## src/rtl/mem_access_if.sv

```systemverilog
// mem_access_if: request/response handshake plus the single-port data memory bus of the load/store unit
interface mem_access_if #(parameter int ADDRSIZE = 64);
    logic                req_valid;
    logic                req_ready;
    logic                req_is_store;
    logic [ADDRSIZE-1:0] req_base;
    logic [8:0]          req_offset;
    logic [ADDRSIZE-1:0] req_wdata;
    logic                rsp_valid;
    logic                rsp_ready;
    logic [ADDRSIZE-1:0] rsp_rdata;
    logic [1:0]          rsp_fault;
    logic [ADDRSIZE-1:0] MemAddress;
    logic [ADDRSIZE-1:0] MemWriteData;
    logic                MemWriteEnable;
    logic                MemReadEnable;
    logic [ADDRSIZE-1:0] MemReadData;
    modport master (
        output req_valid, req_is_store, req_base, req_offset, req_wdata, rsp_ready, MemReadData,
        input  req_ready, rsp_valid, rsp_rdata, rsp_fault, MemAddress, MemWriteData, MemWriteEnable, MemReadEnable
    );
    modport slave (
        input  req_valid, req_is_store, req_base, req_offset, req_wdata, rsp_ready, MemReadData,
        output req_ready, rsp_valid, rsp_rdata, rsp_fault, MemAddress, MemWriteData, MemWriteEnable, MemReadEnable
    );
endinterface

```

## src/rtl/mem_access_unit.sv

```systemverilog
// mem_access_unit: one-at-a-time LDUR/STUR initiator with alignment/range checks in front of Data_Memory
module mem_access_unit #(
    parameter int ADDRSIZE = 64,
    parameter int MEMSIZE  = 64
) (
    input logic         clk,
    input logic         rst,
    mem_access_if.slave bus
);
    typedef enum logic [1:0] {IDLE, ISSUE, WAIT, RESP} state_t;
    localparam logic [ADDRSIZE-1:0] WORDS = ADDRSIZE'(MEMSIZE);
    state_t              state;
    logic                is_store;
    logic                issue_ok;
    logic [1:0]          fault;
    logic [ADDRSIZE-1:0] addr;
    logic [ADDRSIZE-1:0] rdata;
    logic [ADDRSIZE-1:0] mem_addr;
    logic [ADDRSIZE-1:0] mem_wdata;
    assign addr = bus.req_base + {{(ADDRSIZE-9){bus.req_offset[8]}}, bus.req_offset};
    // strobes are gated by rst so memory never sees one during a reset cycle
    assign issue_ok           = rst && state == ISSUE && fault == 2'b00;
    assign bus.MemWriteEnable = issue_ok && is_store;
    assign bus.MemReadEnable  = issue_ok && !is_store;
    assign bus.req_ready      = state == IDLE;
    assign bus.rsp_valid      = state == RESP;
    assign bus.rsp_rdata      = rdata;
    assign bus.rsp_fault      = fault;
    assign bus.MemAddress     = mem_addr;
    assign bus.MemWriteData   = mem_wdata;
    always_ff @(posedge clk) begin
        if (!rst) begin
            state     <= IDLE;
            is_store  <= 1'b0;
            fault     <= 2'b00;
            rdata     <= '0;
            mem_addr  <= '0;
            mem_wdata <= '0;
        end else begin
            case (state)
                IDLE: if (bus.req_valid) begin
                    state     <= ISSUE;
                    is_store  <= bus.req_is_store;
                    mem_wdata <= bus.req_wdata;
                    mem_addr  <= addr >> 3;
                    rdata     <= '0;
                    fault     <= addr[2:0] != 3'b000 ? 2'b01 : (addr >> 3) >= WORDS ? 2'b10 : 2'b00;
                end
                ISSUE: state <= (fault == 2'b00 && !is_store) ? WAIT : RESP;
                WAIT: begin
                    rdata <= bus.MemReadData;
                    state <= RESP;
                end
                RESP: if (bus.rsp_ready) state <= IDLE;
                default: state <= IDLE;
            endcase
        end
    end
endmodule

```

## src/flat_wrapper.sv

```systemverilog
// flat-port wrapper written by rule: the top's interface ports become plain ports
module mem_access_unit_flat 
#(
    parameter int ADDRSIZE = 64,
    parameter int MEMSIZE  = 64
)
  (clk, rst, bus_req_valid, bus_req_is_store, bus_req_base, bus_req_offset, bus_req_wdata, bus_rsp_ready, bus_MemReadData, bus_req_ready, bus_rsp_valid, bus_rsp_rdata, bus_rsp_fault, bus_MemAddress, bus_MemWriteData, bus_MemWriteEnable, bus_MemReadEnable);
  mem_access_if #(.ADDRSIZE(ADDRSIZE)) bus_i ();
  input logic clk;
  input logic rst;
  input wire logic [$bits(bus_i.req_valid)-1:0] bus_req_valid;
  input wire logic [$bits(bus_i.req_is_store)-1:0] bus_req_is_store;
  input wire logic [$bits(bus_i.req_base)-1:0] bus_req_base;
  input wire logic [$bits(bus_i.req_offset)-1:0] bus_req_offset;
  input wire logic [$bits(bus_i.req_wdata)-1:0] bus_req_wdata;
  input wire logic [$bits(bus_i.rsp_ready)-1:0] bus_rsp_ready;
  input wire logic [$bits(bus_i.MemReadData)-1:0] bus_MemReadData;
  output wire logic [$bits(bus_i.req_ready)-1:0] bus_req_ready;
  output wire logic [$bits(bus_i.rsp_valid)-1:0] bus_rsp_valid;
  output wire logic [$bits(bus_i.rsp_rdata)-1:0] bus_rsp_rdata;
  output wire logic [$bits(bus_i.rsp_fault)-1:0] bus_rsp_fault;
  output wire logic [$bits(bus_i.MemAddress)-1:0] bus_MemAddress;
  output wire logic [$bits(bus_i.MemWriteData)-1:0] bus_MemWriteData;
  output wire logic [$bits(bus_i.MemWriteEnable)-1:0] bus_MemWriteEnable;
  output wire logic [$bits(bus_i.MemReadEnable)-1:0] bus_MemReadEnable;
  assign bus_i.req_valid = bus_req_valid;
  assign bus_i.req_is_store = bus_req_is_store;
  assign bus_i.req_base = bus_req_base;
  assign bus_i.req_offset = bus_req_offset;
  assign bus_i.req_wdata = bus_req_wdata;
  assign bus_i.rsp_ready = bus_rsp_ready;
  assign bus_i.MemReadData = bus_MemReadData;
  assign bus_req_ready = bus_i.req_ready;
  assign bus_rsp_valid = bus_i.rsp_valid;
  assign bus_rsp_rdata = bus_i.rsp_rdata;
  assign bus_rsp_fault = bus_i.rsp_fault;
  assign bus_MemAddress = bus_i.MemAddress;
  assign bus_MemWriteData = bus_i.MemWriteData;
  assign bus_MemWriteEnable = bus_i.MemWriteEnable;
  assign bus_MemReadEnable = bus_i.MemReadEnable;
  mem_access_unit #(.ADDRSIZE(ADDRSIZE), .MEMSIZE(MEMSIZE)) u_core (.clk(clk), .rst(rst), .bus(bus_i));
endmodule
```

## config.mk

```make
export PLATFORM = sky130hd
export DESIGN_NAME = mem_access_unit_flat
export DESIGN_NICKNAME = d
export VERILOG_FILES = /design/src/rtl/mem_access_if.sv /design/src/rtl/mem_access_unit.sv /design/src/flat_wrapper.sv
export SDC_FILE = /design/constraint.sdc
export NUM_CORES = 1
export LEC_CHECK = 0
export CELL_PAD_IN_SITES_DETAIL_PLACEMENT = 1
export CELL_PAD_IN_SITES_GLOBAL_PLACEMENT = 1
export CORE_ASPECT_RATIO = 2
export CORE_MARGIN = 1
export CORE_UTILIZATION = 35
export DETAILED_ROUTE_END_ITERATION = 7
export HOLD_SLACK_MARGIN = 0.06
export PLACE_DENSITY = 0.87
export SETUP_SLACK_MARGIN = 0.05
export SYNTH_ARGS = -nofsm -noshare
export SYNTH_HDL_FRONTEND = slang
export SYNTH_SLANG_ARGS = --single-unit
```

## constraint.sdc

```tcl
create_clock -name clk -period 5.2 [get_ports clk]
set_clock_uncertainty 0.15 [all_clocks]
set_input_delay 0.78 -clock clk [delete_from_list [all_inputs] [get_ports clk]]
set_output_delay 0.78 -clock clk [all_outputs]
set_load 0.02 [all_outputs]
```

==> impl_metrics.json, run 1 <==
{
  "outcome": "complete, no violations",
  "chip_height_um": 254,
  "drt_pre_antenna_iters": 5,
  "synth_top_flop_cell": "sky130_fd_sc_hd__dfxtp_1",
  "setup_viol": 0,
  "post_synth_xor_xnor_area_pct": 4.17,
  "hold-path-endpoint": "u_core.bus.MemWriteData[22]",
  "synth_async_sr_flop_share_pct": 0,
  "grt_pass1_vias": 13800,
  "synth_simple_gate_area_share_pct": 22.1,
  "worst_path_dominant_cell_family": "simple AND/OR/NAND/NOR gates",
  "worst-r2r-setup-slack_ns": 1.65,
  "power_per_cell_area_mw_per_mm2": 373,
  "synth_compound_area_share_pct": 26.1,
  "top_cells_by_count_synth": "sky130_fd_sc_hd__nand2_1 (256), sky130_fd_sc_hd__dfxtp_1 (194), sky130_fd_sc_hd__a21oi_1 (188)",
  "cap_violations": 0,
  "timing_worst_setup_path_type": "in2reg",
  "largest_net_degree_at_the_start_of_global_routing": 143,
  "yosys-top-cells-area": "sky130_fd_sc_hd__dfxtp_1 (35%), sky130_fd_sc_hd__nand2_1 (8.6%), sky130_fd_sc_hd__a21oi_1 (8.4%), sky130_fd_sc_hd__ha_1 (7.5%), sky130_fd_sc_hd__nor2_1 (5.6%)",
  "ys_seq_elements": 194,
  "synth_largest_type_area_fraction_pct": 34.9,
  "die-area_sq_mm": 0.0326,
  "postCtsSetupBuffers": 0,
  "critical_path.max_fanout": 7,
  "post_synth_inst_count": 1463,
  "ir_worst_vdd_v": 0.000241,
  "worst_r2r_startpoint": "u_core.state[0]",
  "path_cells": "clkdlybuf4s50_1 > ha_1 > buf_4 > nand2_1 > nor4_1 > o31ai_1 > a2111oi_0 > a311oi_1 > nor4_1 > nand4_1 > nor4_1 > and4_1 > a31oi_1",
  "core_region_area_sq_mm": 0.0314,
  "hold_path.startpoint": "u_core.bus.MemWriteData[22]",
  "grt_first_pass_wirelength_mm": 77.3,
  "grt_use_met3_pct": 6.65,
  "drt-wirelength-per-cell_um": 23.0,
  "grtUsageMet2_pct": 61.5,
  "grtUsageMet1_pct": 26.4,
  "layout_cells_sized_above_1_pct": 6.19,
  "timing_hold_violations_final": 0,
  "area_delta_synth_final_pct": 47.5,
  "io_buffers": 400,
  "cpMostUsedCell": "sky130_fd_sc_hd__nor4_1",
  "boundaryPins": 404,
  "cts_hold_buf": 0,
  "initial_detailed_routing_violation_count": 605,
  "gpl.final_weighted_congestion": 1.06,
  "number_of_flops_mapped_to_enable_cells_by_yosys": 0,
  "totalWireLength_mm": 52.5,
  "synthDistinctLibCells": 74,
  "viasPerCell": 5.66,
  "startpoint": "bus_req_base[17]",
  "synth_area_sq_mm": 0.0111,
  "synth_most_common_cell": "sky130_fd_sc_hd__nand2_1",
  "post_cts_resize_count": 0,
  "ctsRootBufferMaster": "sky130_fd_sc_hd__clkbuf_16",
  "yosysTopAreaCell": "sky130_fd_sc_hd__dfxtp_1",
  "timing.fmax_mhz": 204,
  "worstHoldPathType": "reg2reg",
  "overflow": 0,
  "clkSlewWorstSetupHoldPaths_ns": 0.08,
  "rsz0062_at_grt": "no",
  "dieWidth_um": 128,
  "synth_seq_area_share_pct": 34.9,
  "number_of_buffers_created_by_cts": 17,
  "timing.critical_path.arrival_ns": 5.11,
  "critPathCaptureType": "register",
  "timing.critical_path.buf_inv": 2,
  "globalRouteTotalUtil_pct": 31.7,
  "detailed_placement_wirelength_estimate_mm": 41.7,
  "synth-warning-count": 0,
  "numClockSinks": 194,
  "route.vias.total": 12900,
  "ant_nets": 0,
  "timing.setup.tns_ns": 0,
  "worst-slew-pin-transition_ns": 0.867,
  "slew_headroom_pct": 41.6,
  "final_max_slew_viol_count": 0,
  "finalNetCount": 2120,
  "power.leakage_nw": 6.25,
  "synth.avg_cell_area_sq_um": 7.61,
  "layout.core_utilization_pct": 52.3,
  "most_crowded_layer_after_global_routing": "met2",
  "max-clock-path-buffers": 2,
  "remaining_drcs": 0,
  "synth.mux.area_fraction_pct": 1.01,
  "cp_startpoint_kind": "primary input",
  "slowest_delay_ns": 0.58,
  "cts_htree_levels": 4,
  "initial_antenna_violation_count": 2,
  "cp_slowest_cell": "sky130_fd_sc_hd__nor4_1",
  "synthAdderAreaFrac_pct": 7.71,
  "clkLatencyLatePin_ns": 0.47,
  "min_period_ns": 4.90,
  "clock_tree_from_tritoncts": "yes",
  "cp_data_required_time_ns": 5.41,
  "combinational_family_with_the_most_area_after_synthesis": "compound AO/OA/AOI/OAI gates",
  "worst_r2r_path_depth": 13,
  "design_power_total_mw": 6.12,
  "timing.final.crit_share_pct": 94.2,
  "fp-row-count": 92,
  "critical_path.reg2reg.endpoint": "u_core.bus.rsp_fault[1]",
  "initial_core_util_pct": 35.4,
  "min_delay_path_depth": 2
}
## worst max-delay path by stage
stage | slack (ns) | endpoint | cells past startpoint
2_1_floorplan | 1.54 | u_core.bus.rsp_fault[1] | 13
3_3_place_gp | -0.08 | u_core.bus.rsp_fault[1] | 13
3_5_place_dp | -0.09 | u_core.bus.rsp_fault[1] | 13
4_1_cts | 0.39 | u_core.bus.rsp_fault[1] | 13
5_1_grt | 0.11 | u_core.bus.rsp_fault[1] | 13
6_report | 0.30 | u_core.bus.rsp_fault[1] | 13
## sequential cells by signal (all words and copies together) (netlist names)
| signal | count |
|---|---|
| u_core.bus.MemAddress | 61 |
| u_core.bus.MemWriteData | 64 |
| u_core.is_store | 1 |
| u_core.state | 2 |
| u_core.bus.rsp_fault | 2 |
| u_core.bus.rsp_rdata | 64 |
## per-stage QoR
stage | cell area [sq um] | hold WS [ns] | setup WS [ns] | cells
floorplan | 11100 | 0.308 | 1.54 | 1465
global placement | 15800 | 0.289 | -0.0814 | 2250
detailed placement | 15800 | 0.297 | -0.0890 | 2250
CTS | 16400 | 0.308 | 0.394 | 2282
global route | 16400 | 0.322 | 0.114 | 2284
finish | 16400 | 0.306 | 0.301 | 2286
## routing by layer
metal | wire (um) | vias to the layer above
met3 | 2980 | 239
met1 | 16200 | 6171
met2 | 28600 | 574
li1 | - | 5949
met5 | 0 | -
met4 | 4660 | 0
## power breakdown
| part | internal, mW | switching (mW) |
|---|---|---|
| Sequential | 1.78 | 0.164 |
| Clock | 0.671 | 0.723 |
| Combinational | 1.13 | 1.65 |
| Total | 3.58 | 2.54 |
## final cells by class
type | instances | area [sq um]
Inverter | 21 | 83.8
Antenna cell | 4 | 10.0
Clock buffer | 18 | 439
Sequential cell | 194 | 3880
Clock inverter | 14 | 176
Multi-Input combinational cell | 1158 | 6850
Timing Repair Buffer | 454 | 4450
Tap cell | 423 | 529
Fill cell | 3842 | 15000
## worst register-to-register path: cells and delay by family (launching register included)
| family | cells | cell delay [ns] |
|---|---|---|
| flops | 1 | 0.35 |
| simple gates | 7 | 1.86 |
| buf+inv | 1 | 0.11 |
| compound gates | 4 | 0.61 |
| fa+ha+maj | 1 | 0.36 |
## cells in the final DEF (no fill, tap or decap), types with 17 or more instances in the layout
cell	instances
sky130_fd_sc_hd__xnor2_1	33
sky130_fd_sc_hd__and2_1	20
sky130_fd_sc_hd__a21o_1	22
sky130_fd_sc_hd__nand4_1	26
sky130_fd_sc_hd__o21a_1	19
sky130_fd_sc_hd__nor2_1	166
sky130_fd_sc_hd__a21oi_1	187
sky130_fd_sc_hd__clkdlybuf4s50_1	399
sky130_fd_sc_hd__ha_1	67
sky130_fd_sc_hd__clkbuf_16	17
sky130_fd_sc_hd__inv_1	20
sky130_fd_sc_hd__o21ai_0	51
sky130_fd_sc_hd__dfxtp_1	194
sky130_fd_sc_hd__a22oi_1	68
sky130_fd_sc_hd__buf_4	50
sky130_fd_sc_hd__nand3_1	18
sky130_fd_sc_hd__xor2_1	20
sky130_fd_sc_hd__nand2_1	255
## kinds of logic (layout without fill, tap and decap cells)
logic type / Yosys count / count (layout)
compound gates: 459 / 459
xor+xnor: 53 / 53
fa+ha+maj: 68 / 68
buf+inv: 113 / 507
flops: 194 / 194
mux: 11 / 11
other cells: 1 / 7
simple gates: 564 / 564
Power figures use the tool's default switching activity.
==> inputs of run 2 (changes only) <==
Settings changed: ABC_CLOCK_PERIOD_IN_PS set to 5200, PLACE_DENSITY 0.87 to unset, PLACE_DENSITY_LB_ADDON set to 0.05.
==> impl_metrics.json, run 2 (synthesis gave the netlist of run 1 again) <==
{
  "number_of_buffers_created_by_cts": 17,
  "power_per_cell_area_mw_per_mm2": 371,
  "dieWidth_um": 128,
  "layout_cells_sized_above_1_pct": 5.98,
  "detailed_placement_wirelength_estimate_mm": 43.4,
  "viasPerCell": 5.53,
  "drt-wirelength-per-cell_um": 23.5,
  "slew_headroom_pct": 27.1,
  "path_cells": "clkdlybuf4s50_1 > ha_1 > a21oi_1 > nand2_1 > o211a_1 > o21ai_2 > a31oi_1 > or3_1 > a2111oi_0 > nand4_1 > nor4_1 > and4_1 > a31oi_1",
  "final_max_slew_viol_count": 0,
  "worst_path_dominant_cell_family": "compound AO/OA/AOI/OAI gates",
  "postCtsSetupBuffers": 0,
  "multi_input_area_sq_mm": 0.00685,
  "rsz0062_at_grt": "no",
  "overflow": 0,
  "post_cts_resize_count": 0,
  "gpl.final_weighted_congestion": 1.03,
  "critical_path.max_fanout": 5,
  "cts_htree_levels": 4,
  "clkLatencyLatePin_ns": 0.45,
  "capture_point_of_the_worst_path": "u_core.bus.rsp_fault[1]",
  "sequential_cell_area_sq_mm": 0.00388,
  "timing.setup.tns_ns": 0,
  "remaining_drcs": 0,
  "ctsRootBufferMaster": "sky130_fd_sc_hd__clkbuf_16",
  "timing_worst_setup_path_type": "in2reg",
  "cpMostUsedCell": "sky130_fd_sc_hd__a31oi_1",
  "timing.final.crit_share_pct": 90.5,
  "cp_startpoint_kind": "primary input",
  "fp-row-count": 92,
  "clkSlewWorstSetupHoldPaths_ns": 0.08,
  "largest_net_degree_at_the_start_of_global_routing": 110,
  "worst_r2r_startpoint": "u_core.state[0]",
  "hold_path.startpoint": "u_core.bus.MemAddress[4]",
  "critical_path.reg2reg.endpoint": "u_core.bus.rsp_fault[1]",
  "timing.critical_path.depth": 13,
  "grt_pass1_vias": 13100,
  "timing.critical_path.buf_inv": 1,
  "layout.core_utilization_pct": 52.0,
  "min_period_ns": 4.70,
  "worst_r2r_path_depth": 13,
  "finalNetCount": 2117,
  "max-clock-path-buffers": 2,
  "cp_slowest_cell": "sky130_fd_sc_hd__a2111oi_0",
  "initial_antenna_violation_count": 8,
  "initial_core_util_pct": 35.4,
  "io_buffers": 400,
  "cts_hold_buf": 0,
  "boundaryPins": 404,
  "ant_nets": 0,
  "initial_detailed_routing_violation_count": 520,
  "chip_height_um": 254,
  "critPathCaptureType": "register",
  "clock_tree_from_tritoncts": "yes",
  "timing_hold_violations_final": 0,
  "worst-slew-pin-transition_ns": 1.09,
  "startpoint": "bus_req_offset[5]",
  "power.leakage_nw": 6.21,
  "drt_pre_antenna_iters": 5,
  "cp_data_required_time_ns": 5.38,
  "setup_viol": 0,
  "grt_first_pass_wirelength_mm": 78.4,
  "ir_worst_vdd_v": 0.000294,
  "globalRouteTotalUtil_pct": 32.7,
  "most-common-layout-cells": "sky130_fd_sc_hd__clkdlybuf4s50_1 (399), sky130_fd_sc_hd__nand2_1 (255), sky130_fd_sc_hd__dfxtp_1 (194), sky130_fd_sc_hd__a21oi_1 (187), sky130_fd_sc_hd__nor2_1 (166)",
  "totalWireLength_mm": 53.8,
  "worstHoldPathType": "reg2reg",
  "cap_violations": 0,
  "fill_cells": 3879,
  "slowest_delay_ns": 0.64,
  "core_region_area_sq_mm": 0.0314,
  "timing.fmax_mhz": 213,
  "layout_commonest_cell": "sky130_fd_sc_hd__clkdlybuf4s50_1",
  "area_delta_synth_final_pct": 46.8,
  "timing.critical_path.arrival_ns": 4.89,
  "die-area_sq_mm": 0.0326,
  "worst-r2r-setup-slack_ns": 1.92,
  "outcome": "complete, no violations",
  "route.vias.total": 12700,
  "numClockSinks": 194
}
run 2: cell count changes in the layout (fill, tap and decap cells not counted), sizes merged:
cell	previous run	this run
diode	4	10
buf	55	52
clkbuf	18	17
clkinvlp	1	2
inv	29	28
run 2: per-stage QoR:
step	cells	worst slack [ns]	total power, mW	hold WS (ns)	instance area (sq um)
after floorplan	1465	1.54	3.40	0.308	11100
after global placement	2247	0.000649	4.72	0.290	15800
after detailed placement	2247	0.00836	4.76	0.298	15800
after CTS	2278	0.474	6.10	0.309	16300
after global routing	2286	0.393	6.35	0.327	16300
final	2288	0.496	6.06	0.306	16300
run 2: how the worst min path moves through the flow:
stage	endpoint	slack [ns]	cells after the start
after detailed placement	u_core.bus.MemWriteData[33]	0.30	2
final	u_core.bus.MemAddress[4]	0.31	2
after global routing	u_core.bus.MemAddress[5]	0.33	2
after global placement	u_core.bus.MemAddress[1]	0.29	2
after CTS	u_core.bus.MemWriteData[33]	0.31	2
after floorplan	u_core.is_store	0.31	2
run 2: cell type report:
type | count | area share, %
multi-input combinational | 1158 | 41.9
timing repair buffer | 451 | 27.0
sequential | 194 | 23.8
tap | 423 | 3.24
clock buffer | 17 | 2.60
clock inverter | 14 | 0.895
inverter | 21 | 0.513
antenna | 10 | 0.153
run 2: layer usage:
| layer | GRT usage [%] | routed length (um) | part of all wire [%] |
|---|---|---|---|
| met1 | 26.7 | 16600 | 31 |
| met3 | 7.13 | 2970 | 5.5 |
| met4 | 27.5 | 4680 | 8.7 |
| met2 | 64.3 | 29500 | 55 |
| met5 | 0 | 0 | 0 |
run 2: report_power, final:
part	internal (mW)	leakage (nW)	switching (mW)
sequential	1.78	1.58	0.160
combinational	1.13	4.35	1.67
clock	0.637	0.275	0.685
total	3.55	6.21	2.51
run 2: worst reg2reg max path, cell delays in order, from the launching register on:
cell	delay, ns
sky130_fd_sc_hd__dfxtp_1	0.35
sky130_fd_sc_hd__inv_1	0.12
sky130_fd_sc_hd__ha_1	0.36
sky130_fd_sc_hd__nand2_4	0.07
sky130_fd_sc_hd__and2_1	0.25
sky130_fd_sc_hd__a31oi_1	0.17
sky130_fd_sc_hd__o211ai_1	0.11
sky130_fd_sc_hd__a21oi_1	0.23
sky130_fd_sc_hd__nand4_1	0.16
sky130_fd_sc_hd__nor4_1	0.26
sky130_fd_sc_hd__nand4_1	0.16
sky130_fd_sc_hd__nor4_1	0.45
sky130_fd_sc_hd__and4_1	0.26
sky130_fd_sc_hd__a31oi_1	0.07
==> inputs of run 3 (changes only) <==
Settings changed: HOLD_SLACK_MARGIN 0.06 to 0.1.
==> results of run 3 <==
No change in the layout: final DEF, timing and power equal those of run 2.
